### config.mk
export PLATFORM = sky130hd
export DESIGN_NAME = renkon_sched
export DESIGN_NICKNAME = d
export VERILOG_FILES = /design/src/rtl/renkon_sched.sv
export SDC_FILE = /design/constraint.sdc
export NUM_CORES = 2
export LEC_CHECK = 0
export CAP_MARGIN = 10
export CORE_ASPECT_RATIO = 0.9
export CORE_UTILIZATION = 53
export DETAILED_ROUTE_END_ITERATION = 12
export HOLD_SLACK_MARGIN = 0.06
export PLACE_DENSITY = 0.75
export RECOVER_POWER = 25
export SYNTH_ARGS = -nofsm -noshare
export SYNTH_HDL_FRONTEND = slang
export SYNTH_SLANG_ARGS = --single-unit
export TNS_END_PERCENT = 1
### constraint.sdc
create_clock -name clk -period 21.2 [get_ports clk]
set_input_delay 3.18 -clock clk [delete_from_list [all_inputs] [get_ports clk]]
set_output_delay 3.18 -clock clk [all_outputs]
set_load 0.02 [all_outputs]
### src/rtl/renkon_sched.sv
// Layer sequencer for the renkon conv engine: walks a small descriptor table,
// issues one req per layer, waits for ack under an optional watchdog.
module renkon_sched #(
  parameter int NLAYER    = 8,
  parameter int NLAYERLOG = 3,
  parameter int DESCW     = 256,
  parameter int TOWIDTH   = 24
) (
  input  logic                 clk,
  input  logic                 xrst,
  input  logic                 desc_we,
  input  logic [NLAYERLOG-1:0] desc_addr,
  input  logic [DESCW-1:0]     desc_wdata,
  input  logic [NLAYERLOG:0]   num_layers,
  input  logic [TOWIDTH-1:0]   timeout_limit,
  input  logic                 start,
  input  logic                 abort,
  input  logic                 ack,
  output logic                 req,
  output logic [DESCW-1:0]     layer_desc,
  output logic [NLAYERLOG-1:0] cur_layer,
  output logic                 busy,
  output logic                 done,
  output logic                 err
);

  typedef enum logic [2:0] {
    IDLE  = 3'd0,
    LOAD  = 3'd1,
    ISSUE = 3'd2,
    WAIT  = 3'd3,
    FIN   = 3'd4,
    ERR   = 3'd5
  } state_t;

  localparam logic [NLAYERLOG:0] NMAX   = (NLAYERLOG+1)'(NLAYER);
  localparam logic [NLAYERLOG:0] IDX_ONE = {{NLAYERLOG{1'b0}}, 1'b1};
  localparam logic [TOWIDTH-1:0] WD_ONE  = {{(TOWIDTH-1){1'b0}}, 1'b1};
  localparam logic [TOWIDTH-1:0] WD_MAX  = {TOWIDTH{1'b1}};

  state_t               state, state_next;
  logic [NLAYERLOG-1:0] idx, idx_next;
  logic [NLAYERLOG:0]   n_reg, n_next;
  logic [NLAYERLOG:0]   n_cap;
  logic [NLAYERLOG:0]   idx_inc;
  logic [TOWIDTH-1:0]   wdog, wdog_next;
  logic                 err_clear;
  logic [DESCW-1:0]     desc_tab [NLAYER];

  assign idx_inc = {1'b0, idx} + IDX_ONE;

  // Sequencing decisions; abort overrides everything, ack beats the watchdog.
  always_comb begin
    state_next = state;
    idx_next   = idx;
    n_next     = n_reg;
    wdog_next  = wdog;
    err_clear  = 1'b0;
    if (num_layers > NMAX) begin
      n_cap = NMAX;
    end else begin
      n_cap = num_layers;
    end
    if (abort) begin
      state_next = IDLE;
    end else begin
      case (state)
        IDLE: begin
          if (start) begin
            n_next     = n_cap;
            idx_next   = {NLAYERLOG{1'b0}};
            err_clear  = 1'b1;
            state_next = (n_cap != {(NLAYERLOG+1){1'b0}}) ? LOAD : FIN;
          end else begin
            state_next = IDLE;
          end
        end
        LOAD:  state_next = ISSUE;
        ISSUE: begin
          wdog_next  = {TOWIDTH{1'b0}};
          state_next = WAIT;
        end
        WAIT: begin
          if (ack) begin
            if (idx_inc < n_reg) begin
              idx_next   = idx_inc[NLAYERLOG-1:0];
              state_next = LOAD;
            end else begin
              state_next = FIN;
            end
          end else begin
            if (wdog != WD_MAX) begin
              wdog_next = wdog + WD_ONE;
            end else begin
              wdog_next = wdog;
            end
            if ((timeout_limit != {TOWIDTH{1'b0}}) && (wdog == timeout_limit)) begin
              state_next = ERR;
            end else begin
              state_next = WAIT;
            end
          end
        end
        FIN:     state_next = IDLE;
        ERR:     state_next = IDLE;
        default: state_next = IDLE;
      endcase
    end
  end

  // State, counters and registered outputs decoded from the next state.
  always_ff @(posedge clk) begin
    if (xrst) begin
      state      <= IDLE;
      idx        <= {NLAYERLOG{1'b0}};
      n_reg      <= {(NLAYERLOG+1){1'b0}};
      wdog       <= {TOWIDTH{1'b0}};
      req        <= 1'b0;
      done       <= 1'b0;
      busy       <= 1'b0;
      err        <= 1'b0;
      cur_layer  <= {NLAYERLOG{1'b0}};
      layer_desc <= {DESCW{1'b0}};
    end else begin
      state <= state_next;
      idx   <= idx_next;
      n_reg <= n_next;
      wdog  <= wdog_next;
      req   <= (state_next == ISSUE);
      done  <= (state_next == FIN);
      busy  <= (state_next == LOAD) || (state_next == ISSUE) ||
               (state_next == WAIT) || (state_next == FIN);
      if (state_next == ERR) begin
        err <= 1'b1;
      end else if (err_clear) begin
        err <= 1'b0;
      end else begin
        err <= err;
      end
      // Descriptor is latched only on LOAD->ISSUE so it stays put through WAIT.
      if ((state == LOAD) && (state_next == ISSUE)) begin
        layer_desc <= desc_tab[idx];
        cur_layer  <= idx;
      end else begin
        layer_desc <= layer_desc;
        cur_layer  <= cur_layer;
      end
    end
  end

  // Descriptor table; writes are locked out while a sequence runs.
  always_ff @(posedge clk) begin
    if (desc_we && !busy && ({1'b0, desc_addr} < NMAX)) begin
      desc_tab[desc_addr] <= desc_wdata;
    end
  end

endmodule

==> flow_metrics.tcl <==
set metrics [dict create \
    fin_tns_setup_ns 0 \
    worstPathArrival_ns 6.87 \
    synth-xor-area-share_pct 0.433 \
    gp_congestion 0.851 \
    worstSetupStartpointType "primary input" \
    grt_max_degree 188 \
    dr.first_iter.drc_count 3778 \
    powerDensity_nw_per_um2 93.6 \
    synthSimpleGateAreaFrac_pct 3.99 \
    dp_slack_ns 13.94 \
    use_met1_pct 29.9 \
    syn_inst 4355 \
    synth-compound-area-share_pct 2.75 \
    die-area_um2 166000 \
    fmax_ghz 0.156 \
    grt_pass1_wl_mm 292 \
    synth_seq_cells 2345 \
    drive_above_1_share_pct 18.6 \
    rsz0062_at_grt "no" \
    finalMaxSlewViolations 0 \
    avgSynthCellArea_um2 20.0 \
    dp_hpwl_mm 110 \
    yosys-top-cells-area "edfxtp_1 71%, mux4_2 13%, dfxtp_1 6.8%" \
    p_leak_nw 32.0 \
    start_util_pct 53.5 \
    synth_warnings 0 \
    globalRouteMet3Util_pct 3.62 \
    via_per_inst 6.02 \
    path_class "primary input to register" \
    cts.htree.levels 4 \
    period_needed_ns 6.43 \
    slew_headroom_pct 21.5 \
    fp.dieW_um 429 \
    clock_skew_ns 0.0453 \
    totalWireLength_mm 198 \
    ys_seq_area_share_pct 77.6 \
    setup_viol 0 \
    insertion_delay_ns 0.84 \
    synth_commonest_cells "2048 x edfxtp_1, 512 x mux4_2, 463 x nand2_1, 297 x dfxtp_1, 293 x nor2_1" \
    required_ns 21.64 \
    postCtsHoldBufs 0 \
    nets 5231 \
    synth_area_um2 86900 \
    cts_buffer_depth 3 \
    wl_per_cell_um 27.2 \
    synth_top_family_by_area "multiplexers" \
    fin_area_um2 102000 \
    clock-root-buffer "clkbuf_16" \
    muxShareOfSynthArea_pct 13.7 \
    synth_cell_types 49 \
    hold_viol_final 0 \
    top_usage_layer "met2" \
    cts_setup_buffers 0 \
    yosys.area_share.adder_pct 0.0720 \
    placed_area_um2 94600 \
    worst-path-max-fanout 56 \
    io_buffer_count 555 \
    vias 43900 \
    grtUsageMet2_pct 41.9 \
    dieHeight_um 386 \
    core_um2 162000 \
    regMostFlops "desc_tab" \
    yosys.area.top_type "edfxtp_1" \
    cts_inserted_buffers 218 \
    fp-row-count 140 \
    yosysTopAreaCellShare_pct 70.7 \
    end_kind "register" \
    finalCritPeriodShare_pct 30.3 \
    grt_pass1_vias 45000 \
    gr-usage-all-layers_pct 23.9 \
    synth_most_common_cell "edfxtp_1" \
    cts_tree "yes" \
    cts.sinks 2345 \
    synth_edf_count 2048 \
    gr-total-overflow 0 \
    async_reset_ff_share_pct 0 \
    cap_violations 0 \
    cts_resized 0 \
    final_util_pct 63.1 \
    syn_nets 4653 \
    vdd_drop_max_mv 0.0877 \
    drcViolationCount 0 \
    largest_reg_flops 2048 \
    largestRegisters "desc_tab (2048), layer_desc (256), wdog (24)" \
    fillers 10800 \
    path_clk_slew_ns 0.06 \
    hold_path_class "register to register" \
    total_power_mw 9.58 \
    antenna_left 0 \
    drt_first_pass_iters 5 \
    finalWorstSetupSlack_ns 14.77 \
    io-pin-count 556 \
    antenna_found_initial 77 \
    area_growth_pct 17.8 \
    status "finished clean" \
    worstMarginPinSlew_ns 1.18 \
    synth_ff_type "edfxtp_1" \
]
## placed cells by master (no fill, tap or decap), types with 16 or more instances in the layout
cell,Yosys,routed
edfxtp_1,2048,2048
mux4_2,512,512
nand2_1,463,463
clkdlybuf4s50_1,0,393
dfxtp_1,297,294
nor2_1,293,287
a311oi_1,219,219
clkbuf_16,0,219
dlygate4sd3_1,0,161
buf_4,39,58
clkbuf_1,129,46
xor2_1,43,43
clkinv_2,0,42
mux2i_1,39,39
a211oi_1,37,37
bufinv_16,0,36
diode_2,0,32
clkbuf_8,0,19
clkinv_1,0,17
a21oi_1,16,16
## layout make-up
class	instances	area, um^2	share of cell area, %
well taps	2130	2670	2.60
inverters	7	33.8	0.0330
clock inverters	125	1770	1.73
clock buffers	284	5910	5.78
repair buffers	622	6180	6.03
diodes	32	80.1	0.0782
flip-flops and latches	2345	67500	65.9
multi-input cells	1739	18300	17.9
## worst paths after layout
| path | from | end | slack, ns | cells after the start |
|---|---|---|---|---|
| max reg2reg | idx[0]$_SDFFE_PP0P_ | layer_desc[125]$_SDFFE_PP0P_ | 16.24 | 7 |
| min reg2reg | n_reg[3]$_SDFFE_PP0P_ | n_reg[3]$_SDFFE_PP0P_ | 0.46 | 2 |
| min | n_reg[3]$_SDFFE_PP0P_ | n_reg[3]$_SDFFE_PP0P_ | 0.46 | 2 |
| max | desc_we | desc_tab[2][85]$_DFFE_PP_ | 14.77 | 6 |
## power breakdown
part	total [mW]	internal (mW)	leakage [nW]	switching, mW
Sequential	5.16	5.12	21.0	0.0358
Combinational	0.308	0.115	7.26	0.193
Clock	4.12	2.42	3.73	1.70
## metrics by stage
| stage | hold WS [ns] | std cells |
|---|---|---|
| finish | 0.462 | 7284 |
| global route | 0.480 | 7278 |
| CTS | 0.459 | 7252 |
| detailed placement | 0.448 | 6843 |
| global placement | 0.441 | 6843 |
| floorplan | 0.429 | 4355 |
## layer usage
metal | vias up | wire [um]
met2 | 1641 | 104000
met3 | 396 | 11200
li1 | 18800 | -
met5 | - | 75
met1 | 23000 | 75400
met4 | 12 | 7930
## critical path: stages
cell and delay (ns):
clkdlybuf4s50_1 0.47, or3b_2 0.59, nor2_4 0.15, buf_4 0.66, buf_4 0.80, buf_4 0.88
## cell families after synthesis
family	after synthesis
DFF	2345
muxes	552
xor gates and xnor gates	43
buffers and inverters	271
adders and majority gates	5
and+or+nand+nor	850
AOI/OAI and AO/OA	289
Power figures use the tool's default switching activity.
